[config.mk]
export PLATFORM = sky130hd
export DESIGN_NAME = uart_tx
export DESIGN_NICKNAME = d
export VERILOG_FILES = /design/src/rtl/uart_pkg.sv /design/src/rtl/uart_bit_timer.sv /design/src/rtl/uart_tx.sv
export SDC_FILE = /design/constraint.sdc
export NUM_CORES = 1
export LEC_CHECK = 0
export CORE_UTILIZATION = 33
export DETAILED_ROUTE_END_ITERATION = 10
export PLACE_DENSITY = 0.53
export SLEW_MARGIN = 15
export SYNTH_ARGS = -nofsm -noshare
export SYNTH_HDL_FRONTEND = slang
export SYNTH_SLANG_ARGS = --single-unit
[constraint.sdc]
create_clock -name tx_Clk -period 1.48 [get_ports tx_Clk]
set_input_delay 0.222 -clock tx_Clk [delete_from_list [all_inputs] [get_ports tx_Clk]]
set_output_delay 0.222 -clock tx_Clk [all_outputs]
set_load 0.005 [all_outputs]
[src/rtl/uart_pkg.sv]
// uart_pkg: definitions shared by the UART transmitter and receiver.
//  - uart_state_t : common state encoding (the receiver uses ST_RESET as well)
//  - uart_err_t   : receiver error codes
//  - default frame constants and the parity helper
package uart_pkg;

  localparam int DEFAULT_OVERSAMPLE = 16;
  localparam int DEFAULT_DATA_BITS  = 8;
  localparam int MAX_DATA_BITS      = 9;

  typedef enum logic [2:0] {
    ST_RESET,
    ST_IDLE,
    ST_START_BIT,
    ST_DATA_BITS,
    ST_PARITY,
    ST_STOP_BIT
  } uart_state_t;

  typedef enum logic [1:0] {
    ERR_NONE,
    ERR_FRAMING,
    ERR_PARITY,
    ERR_OVERRUN
  } uart_err_t;

  // Parity over a zero-extended data word. The extension bits are zero,
  // so they do not change the reduction result.
  function automatic logic parity_bit(input logic [MAX_DATA_BITS-1:0] data,
                                      input logic                     odd);
    return odd ? ~^data : ^data;
  endfunction

endpackage

[src/rtl/uart_bit_timer.sv]
// uart_bit_timer: OVERSAMPLE-modulo counter that marks the last clock of a bit.
//  clk      in  clock (OVERSAMPLE x baud)
//  srst     in  synchronous active-high reset
//  clear    in  force the count back to 0
//  run      in  count while high; held at 0 while low
//  bit_tick out high during the final clock of each bit period
module uart_bit_timer #(
  parameter int OVERSAMPLE = 16
) (
  input  logic clk,
  input  logic srst,
  input  logic clear,
  input  logic run,
  output logic bit_tick
);

  localparam int CNT_W = $clog2(OVERSAMPLE);
  localparam logic [CNT_W-1:0] TERMINAL = CNT_W'(OVERSAMPLE - 1);

  logic [CNT_W-1:0] cnt_reg, cnt_next;

  assign bit_tick = run & (cnt_reg == TERMINAL);

  always_comb begin
    cnt_next = cnt_reg;
    if (clear || !run) begin
      cnt_next = '0;
    end else if (bit_tick) begin
      cnt_next = '0;
    end else begin
      cnt_next = cnt_reg + 1'b1;
    end
  end

  always_ff @(posedge clk) begin
    if (srst) begin
      cnt_reg <= '0;
    end else begin
      cnt_reg <= cnt_next;
    end
  end

endmodule

[src/rtl/uart_tx.sv]
// uart_tx: serialises bytes into start / data (LSB first) / optional parity / stop frames.
//  tx_Clk      in  oversample clock (OVERSAMPLE x baud)
//  tx_Rst      in  synchronous active-high reset
//  enable      in  transmitter enable; low aborts any frame in progress
//  i_TX_byte   in  byte to send, captured on accept
//  i_TX_valid  in  source has a byte
//  o_TX_ready  out block can accept a byte this cycle
//  o_TX_serial out serial line, idle high
//  o_TX_active out frame in progress
//  o_TX_done   out one-cycle pulse when a frame completes normally
module uart_tx
  import uart_pkg::*;
#(
  parameter int DATA_BITS  = DEFAULT_DATA_BITS,
  parameter int OVERSAMPLE = DEFAULT_OVERSAMPLE,
  parameter int PARITY_EN  = 0,
  parameter int PARITY_ODD = 0,
  parameter int STOP_BITS  = 1
) (
  input  logic                 tx_Clk,
  input  logic                 tx_Rst,
  input  logic                 enable,
  input  logic [DATA_BITS-1:0] i_TX_byte,
  input  logic                 i_TX_valid,
  output logic                 o_TX_ready,
  output logic                 o_TX_serial,
  output logic                 o_TX_active,
  output logic                 o_TX_done
);

  localparam int BIT_CNT_W = 4;
  localparam logic [BIT_CNT_W-1:0] LAST_DATA = BIT_CNT_W'(DATA_BITS - 1);
  localparam logic [BIT_CNT_W-1:0] LAST_STOP = BIT_CNT_W'(STOP_BITS - 1);

  uart_state_t            state_reg, state_next;
  logic [DATA_BITS-1:0]   shift_reg, shift_next;
  logic [BIT_CNT_W-1:0]   bit_cnt_reg, bit_cnt_next;
  logic                   parity_reg, parity_next;
  logic                   serial_reg, serial_next;
  logic                   active_reg, active_next;
  logic                   ready_reg, ready_next;
  logic                   done_reg, done_next;

  logic [MAX_DATA_BITS-1:0] byte_ext;
  logic                     bit_tick;
  logic                     timer_run;

  // The timer idles at zero, so the first START clock is always count 0.
  assign timer_run = (state_reg != ST_IDLE);

  uart_bit_timer #(
    .OVERSAMPLE(OVERSAMPLE)
  ) u_bit_timer (
    .clk     (tx_Clk),
    .srst    (tx_Rst),
    .clear   (~enable),
    .run     (timer_run),
    .bit_tick(bit_tick)
  );

  always_comb begin
    byte_ext = '0;
    byte_ext[DATA_BITS-1:0] = i_TX_byte;
  end

  always_comb begin
    state_next   = state_reg;
    shift_next   = shift_reg;
    bit_cnt_next = bit_cnt_reg;
    parity_next  = parity_reg;
    serial_next  = serial_reg;
    active_next  = active_reg;
    ready_next   = ready_reg;
    done_next    = 1'b0;

    case (state_reg)
      ST_IDLE: begin
        serial_next = 1'b1;
        active_next = 1'b0;
        ready_next  = enable;
        if (enable && ready_reg && i_TX_valid) begin
          shift_next   = i_TX_byte;
          parity_next  = parity_bit(byte_ext, PARITY_ODD != 0);
          bit_cnt_next = '0;
          state_next   = ST_START_BIT;
          serial_next  = 1'b0;
          active_next  = 1'b1;
          ready_next   = 1'b0;
        end
      end
      ST_START_BIT: begin
        if (bit_tick) begin
          state_next   = ST_DATA_BITS;
          serial_next  = shift_reg[0];
          bit_cnt_next = '0;
        end
      end
      ST_DATA_BITS: begin
        if (bit_tick) begin
          if (bit_cnt_reg == LAST_DATA) begin
            bit_cnt_next = '0;
            if (PARITY_EN != 0) begin
              state_next  = ST_PARITY;
              serial_next = parity_reg;
            end else begin
              state_next  = ST_STOP_BIT;
              serial_next = 1'b1;
            end
          end else begin
            // Bit 1 of the current word becomes bit 0 after the shift.
            shift_next   = shift_reg >> 1;
            serial_next  = shift_reg[1];
            bit_cnt_next = bit_cnt_reg + 1'b1;
          end
        end
      end
      ST_PARITY: begin
        if (bit_tick) begin
          state_next   = ST_STOP_BIT;
          serial_next  = 1'b1;
          bit_cnt_next = '0;
        end
      end
      ST_STOP_BIT: begin
        if (bit_tick) begin
          if (bit_cnt_reg == LAST_STOP) begin
            state_next   = ST_IDLE;
            bit_cnt_next = '0;
            done_next    = 1'b1;
            active_next  = 1'b0;
            ready_next   = enable;
          end else begin
            bit_cnt_next = bit_cnt_reg + 1'b1;
          end
        end
      end
      default: begin
        state_next  = ST_IDLE;
        serial_next = 1'b1;
        active_next = 1'b0;
        ready_next  = 1'b0;
      end
    endcase

    // Dropping enable truncates the frame at once and suppresses done.
    if (!enable) begin
      state_next   = ST_IDLE;
      bit_cnt_next = '0;
      serial_next  = 1'b1;
      active_next  = 1'b0;
      ready_next   = 1'b0;
      done_next    = 1'b0;
    end
  end

  always_ff @(posedge tx_Clk) begin
    if (tx_Rst) begin
      state_reg   <= ST_IDLE;
      shift_reg   <= '0;
      bit_cnt_reg <= '0;
      parity_reg  <= 1'b0;
      serial_reg  <= 1'b1;
      active_reg  <= 1'b0;
      ready_reg   <= 1'b0;
      done_reg    <= 1'b0;
    end else begin
      state_reg   <= state_next;
      shift_reg   <= shift_next;
      bit_cnt_reg <= bit_cnt_next;
      parity_reg  <= parity_next;
      serial_reg  <= serial_next;
      active_reg  <= active_next;
      ready_reg   <= ready_next;
      done_reg    <= done_next;
    end
  end

  assign o_TX_ready  = ready_reg;
  assign o_TX_serial = serial_reg;
  assign o_TX_active = active_reg;
  assign o_TX_done   = done_reg;

endmodule

# Word-level counts from Yosys, hierarchy flattened

Cells that the tools add are included.

Logic and storage cells: 82
Bits in latches: 0
Register bits after elaboration: 23
Memories: 0
Memory bits (read-only): 0
RAM bits: 0

Reductions and logical operators: 17
Multiplexer cells: 33
Shift operators: 0
$mul: 0
Equality and inequality tests: 17
Div/mod/pow operators: 0
Bitwise logic cells: 5
$lt $le $gt $ge: 0
$add $sub $neg: 2

Operators by type and width:

| cell                                                            | count |
|---|---|
| 4-bit two-way mux                                               | 6 |
| 8-bit two-way mux                                               | 3 |
| 3-bit two-way mux                                               | 7 |
| 2-bit != test, second input constant                            | 8 |
| 4-bit case mux with 4 select lines                              | 1 |
| 8-bit case mux with 2 select lines                              | 1 |
| 3-bit case mux with 5 select lines                              | 1 |
| 1-bit two-way mux                                               | 11 |
| 4-bit by 1-bit adder with 4-bit output, second input constant   | 2 |
| 4-bit AND reduction                                             | 2 |
| 7-bit AND reduction                                             | 1 |
| 3-bit by 2-bit == test with 1-bit output, second input constant | 2 |
| 3-bit == test, second input constant                            | 2 |
| 1-bit case mux with 3 select lines                              | 2 |
| 3-bit OR reduction                                              | 2 |
| 1-bit case mux with 5 select lines                              | 1 |
| 5-bit AND reduction                                             | 1 |
| 4-bit by 3-bit == test with 1-bit output, second input constant | 1 |
| 4-bit == test, second input constant                            | 1 |
| 4-bit zero test                                                 | 1 |
| 1-bit NOT                                                       | 4 |
| 4-bit nonzero test                                              | 1 |
| 2-bit OR reduction                                              | 2 |
| 4-bit OR reduction                                              | 1 |
| 9 further kinds                                                 | 10 |

# Longest topological paths before layout

Depth after elaboration: 4
Mapped depth: 6

# Hierarchy

A second synthesis with hierarchy kept.

Cells, all modules: 145
Area, all modules: 1249.9 um^2

Modules (own cells, without submodules):

| module         | cells each | area each (um^2) | times used |
|---|---|---|---|
| uart_tx        | 129        | 1089.8           | 1 |
| uart_bit_timer | 16         | 160.2            | 1 |

# Worst setup path before layout

Ideal clock, no wire load.

Kind: reg-to-reg
From: reg bit_cnt_reg[0]
To: reg shift_reg[2]
Buffers on the path: 1
Data required time: 1.392 ns
Clock period less this slack: 1.565 ns
Path slack: -0.085 ns
Arrival: 1.477 ns
Library setup time: 0.088 ns
Stages on the path, launching flop included: 7
Path through: dfxtp_1 > ha_1 > and3b_1 > o31ai_4 > buf_6 > a21oi_2 > a311oi_2

Cells in the longest elaborated chain, start to end: 3

RTL lines:

| what                                     | RTL line       | source |
|---|---|---|
| start, declared                          | uart_tx.sv:37  | `logic [BIT_CNT_W-1:0] bit_cnt_reg, bit_cnt_next;` |
| start signal, assigned                   | uart_tx.sv:169 | `bit_cnt_reg <= bit_cnt_next;` |
| 4-bit by 3-bit == test with 1-bit output | uart_tx.sv:100 | `if (bit_cnt_reg == LAST_DATA) begin` |
| 2-bit != test (no source line)           | --             |  |
| 4-bit AND reduction (no source line)     | --             |  |
| end signal, assigned                     | uart_tx.sv:168 | `shift_reg <= shift_next;` |
| end, declared                            | uart_tx.sv:36  | `logic [DATA_BITS-1:0] shift_reg, shift_next;` |

No other way between the ends.
A chain may end at the register's enable or synchronous reset.

# Worst setup path after layout

From: reg bit_cnt_reg[0]
To: reg ready_reg, in the netlist o_TX_ready

Cells in the longest elaborated chain, start to end: 3

RTL lines:

| what                                 | RTL line       | source |
|---|---|---|
| 4-bit zero test                      | uart_tx.sv:126 | `if (bit_cnt_reg == LAST_STOP) begin` |
| 2-bit != test (no source line)       | --             |  |
| 3-bit AND reduction (no source line) | --             |  |
| end signal, assigned                 | uart_tx.sv:173 | `ready_reg <= ready_next;` |
| end, declared                        | uart_tx.sv:41  | `logic ready_reg, ready_next;` |

No other way between the ends.

==> impl_summary.txt <==
----------------------------------------------------
[Global routing]
  Pin count of the biggest net entering global routing ... 17
  Gr busiest metal ... met2
  Met3 layer usage reported by global route ... between 4 and 5%
  Number of global-route vias before repair ... ~1300
  GR Util All Layers ... around a fifth
  Global routing usage on met1 ... roughly 23%
  Met2 track demand over resource ... between 30% and 40%
  Antenna violations before repair ... 0
  Residual overflow from global routing ... 0
  First-pass GRT wire length ... 6200 µm

[Placed design]
  Count of buffers inserted at the top-level ports ... 15
  Post-Place Worst Slack ... -0.227 ns
  HPWL Detailed ... ~2600 µm
  Total cell area at the placement stage ... ~0.0017 mm²
  Final weighted congestion of routability-driven global placement ... 0.854

[Hold path]
  Worst-case hold path end point ... shift_reg[1]$_SDFFE_PP0P_
  Critical hold path startpoint ... shift_reg[1]$_SDFFE_PP0P_
  Number of instances on the worst hold path ... 2
  Tightest Hold Check Type ... flop to flop

[STA]
  Setup skew after layout ... between 0.005 and 0.006 ns
  Max-slew headroom ... around 80%
  Post-route setup slack ... -0.110 ns
  RSZ-0062 raised after global routing ... true
  Final count of pins violating max slew ... 0
  Ratio of final minimum period to clock period ... 107%
  Transition at the pin with the smallest max-transition slack ... around 0.28 ns
  Post-route minimum period ... around 1.6 ns
  Max Freq ... approximately 630 MHz
  Fin Hold WS ... just over 0.5 ns
  # setup viols final ... 8
  Number of hold violations in the final report ... 0

[Run status]
  Run status ... complete, but fails checks
  Violations in the final reports ... negative setup slack

[Worst setup path]
  CP Launch Type ... flop
  Worst setup EP type ... flop
  Maximum fanout along the worst path ... 3
  Critical path type ... flop to flop
  CP Data Arrival Time ... about 1.8 ns
  Worst-case register-to-register setup slack ... -0.11 ns
  Critical R2R Capture ... o_TX_ready$_SDFFE_PP0P_
  Reg-to-reg critical path startpoint ... bit_cnt_reg[0]$_SDFFE_PP0P_
  Data required, critical path ... roughly 1.7 ns
  Worst-case reg-to-reg path depth ... 6

[Finish]
  Fraction of layout instances using a drive strength above 1 ... a little under 40%
  Antenna diode instance count ... 0
  Final core area utilization ... between 50% and 60%
  Area Growth Syn to Fin ... 43.2%
  Post-layout nets ... approximately 200
  Leading cell type in the layout, fill and taps excluded ... sky130_fd_sc_hd__buf_4
  Area of all placed cells without fillers ... roughly 0.0019 mm²
  Filler cells ... between 300 and 400
  Highest-count cells in the layout ignoring fill and taps ... 26 x sky130_fd_sc_hd__buf_4, 19 x sky130_fd_sc_hd__dfxtp_1, 14 x sky130_fd_sc_hd__clkdlybuf4s50_1, 8 x sky130_fd_sc_hd__mux2i_1, 8 x sky130_fd_sc_hd__nor2_1
  Largest register FFs ... 8

[Clocking]
  Worst-Skew Late Latency ... 0.27 ns
  CTS buffer count ... 3
  CTS tree ... done
  CTS sink cnt ... 23
  H-tree Lvls ... 1
  Quantity of hold-fixing buffers added after cts ... 0
  Maximum count of clock buffers along a single path ... 2
  Clk slew on worst S/H paths ... around 0.090 ns
  Clock root cell ... sky130_fd_sc_hd__clkbuf_8

[Synth]
  Main synth FF type ... sky130_fd_sc_hd__dfxtp_1
  Synth cell types ... 52
  Combinational family with the most area after synthesis ... compound AO/OA/AOI/OAI gates
  Synth Area in Compound Gates ... between 20 and 30%
  FF+latch count, synth ... 23
  Xor/xnor share of the synthesized area ... between 1.5 and 2%
  Async set-reset flop share out of synthesis ... 0%
  Sequential element share of the synthesized area ... 33.9%
  Post-synth EDFFs ... 0
  Average size of a mapped cell ... ~9.4 µm²
  Basic-gate share of the synthesized area counting and, or, nand and nor cells ... between 20 and 25%
  Count of warnings emitted by yosys ... 0
  Synthesized instance count ... 144
  Share of cell area taken by muxes after synthesis ... between 5 and 6%
  Post-Synthesis Net Count ... approximately 160
  Arithmetic-cell share of the synthesized area counting full adders, half adders and majority gates ... roughly 2.8%
  Synthesized cell area ... between 0.001 and 0.0015 mm²

[Power and ir drop]
  Worst vdd rail ir drop ... 0.505 mV
  Pwr/cell area ... just over 600 mW/mm²
  Power Total ... around 1200 µW
  Leak pwr ... roughly 0.00076 µW

[Detailed routing]
  Average vias per placed instance ... ~5.3
  DRC errors left ... 0
  Via count ... about 1200
  Wirelength per Cell ... 15.4 µm
  Aggregate routed wire length ... ~3600 µm
  Detailed-router iteration count before antenna repair ... 4
  Count of antenna-violating nets left after detailed routing ... 0
  Number of design-rule violations left by the first detailed-router iteration ... 50

[Floorplanning]
  Horizontal die dimension ... 66.2 µm
  Height of the die ... between 60 and 70 µm
  Number of ports placed on the die boundary ... 16
  Starting density of the core ... 35.8%
  Number of rows in the core area ... 22
  Floorplan Core Area ... between 0.003 and 0.004 mm²
  Area enclosed by the die boundary ... 0.00438 mm²

[Run]
  Max-cap violations ... 0

----------------------------------------------------
==> power by group <==
| part | switching [µW] | total, µW | internal, µW |
|---|---|---|---|
| registers | 8.83 | 638 | 629 |
| logic | 60.4 | 144 | 83.2 |
| clock network | 220 | 408 | 188 |
==> cells by family (layout without fill, tap and decap cells) <==
kind of cell / after synthesis / count (layout)
AND/OR/NAND/NOR: 48 / 48
AO/OA/AOI/OAI: 44 / 44
flip-flops: 23 / 23
buffers and inverters: 15 / 59
multiplexers: 8 / 8
adder cells (fa/ha/maj): 3 / 3
XOR/XNOR: 3 / 3
==> Yosys cell counts, types with 3 or more instances <==
library cell | n | area, µm²
sky130_fd_sc_hd__nor2b_1 | 4 | 25.0
sky130_fd_sc_hd__buf_6 | 4 | 45.0
sky130_fd_sc_hd__dfxtp_1 | 23 | 460
sky130_fd_sc_hd__nand2_1 | 3 | 11.3
sky130_fd_sc_hd__ha_1 | 3 | 37.5
sky130_fd_sc_hd__a21oi_2 | 3 | 26.3
sky130_fd_sc_hd__mux2i_1 | 8 | 80.1
sky130_fd_sc_hd__nand2b_1 | 3 | 18.8
sky130_fd_sc_hd__a21oi_1 | 9 | 45.0
sky130_fd_sc_hd__a311oi_2 | 3 | 45.0
sky130_fd_sc_hd__inv_1 | 5 | 18.8
sky130_fd_sc_hd__nor3_1 | 4 | 20.0
sky130_fd_sc_hd__a311oi_1 | 5 | 43.8
sky130_fd_sc_hd__o21ai_0 | 6 | 30.0
sky130_fd_sc_hd__nand3_1 | 6 | 30.0
sky130_fd_sc_hd__nor2_1 | 8 | 30.0
sky130_fd_sc_hd__o22ai_1 | 3 | 18.8
==> per-layer routing <==
| metal | up-vias | wire, µm | share of wire [%] |
|---|---|---|---|
| met1 | 600 | 1620 | 45 |
| met2 | 16 | 1880 | 52 |
| met3 | 2 | 110 | 3.0 |
| met5 | - | 0 | 0 |
| met4 | 0 | 23 | 0.63 |
| li1 | 631 | - | - |
==> stage by stage <==
stage          setup TNS, ns  std cells
2_1_floorplan         -0.153        144
3_3_place_gp           -2.93        228
3_5_place_dp           -3.16        228
4_1_cts               -0.531        235
5_1_grt                -1.21        236
6_report              -0.456        236
==> how the worst max path moves through the flow <==
stage | start | end | slack, ns | cells past startpoint
3_3_place_gp | bit_cnt_reg[1]$_SDFFE_PP0P_ | shift_reg[3]$_SDFFE_PP0P_ | -0.19 | 6
4_1_cts | bit_cnt_reg[1]$_SDFFE_PP0P_ | o_TX_ready$_SDFFE_PP0P_ | -0.10 | 6
5_1_grt | bit_cnt_reg[1]$_SDFFE_PP0P_ | o_TX_ready$_SDFFE_PP0P_ | -0.16 | 6
3_5_place_dp | enable | state_reg[1]$_SDFFE_PP0P_ | -0.23 | 6
6_report | bit_cnt_reg[0]$_SDFFE_PP0P_ | o_TX_ready$_SDFFE_PP0P_ | -0.11 | 6
2_1_floorplan | bit_cnt_reg[1]$_SDFFE_PP0P_ | shift_reg[2]$_SDFFE_PP0P_ | -0.04 | 6
==> cell type report <==
| cell class | instances | area (µm²) | share of cell area [%] |
|---|---|---|---|
| Multi-Input combinational cell | 106 | 905 | 46.5 |
| Sequential cell | 23 | 465 | 23.9 |
| Timing Repair Buffer | 49 | 447 | 23.0 |
| Tap cell | 48 | 60.1 | 3.09 |
| Clock buffer | 3 | 41.3 | 2.12 |
| Inverter | 6 | 22.5 | 1.16 |
| Clock inverter | 1 | 5.00 | 0.257 |
==> critical path: stages (launching register included) <==
cell and delay [ns]:
sky130_fd_sc_hd__dfxtp_2 0.36, sky130_fd_sc_hd__inv_2 0.08, sky130_fd_sc_hd__ha_4 0.13, sky130_fd_sc_hd__or3b_4 0.39
sky130_fd_sc_hd__a221oi_4 0.27, sky130_fd_sc_hd__mux2i_1 0.21, sky130_fd_sc_hd__nor2_1 0.05
==> repair_timing <==
action,CTS,global route
hold endpoints to repair,0,0
setup buffers,2,1
resized for setup,20,15
endpoints found under the setup margin,15,17
cloned,1,0
pin swaps,14,6
(Power assumes the default switching activity.)
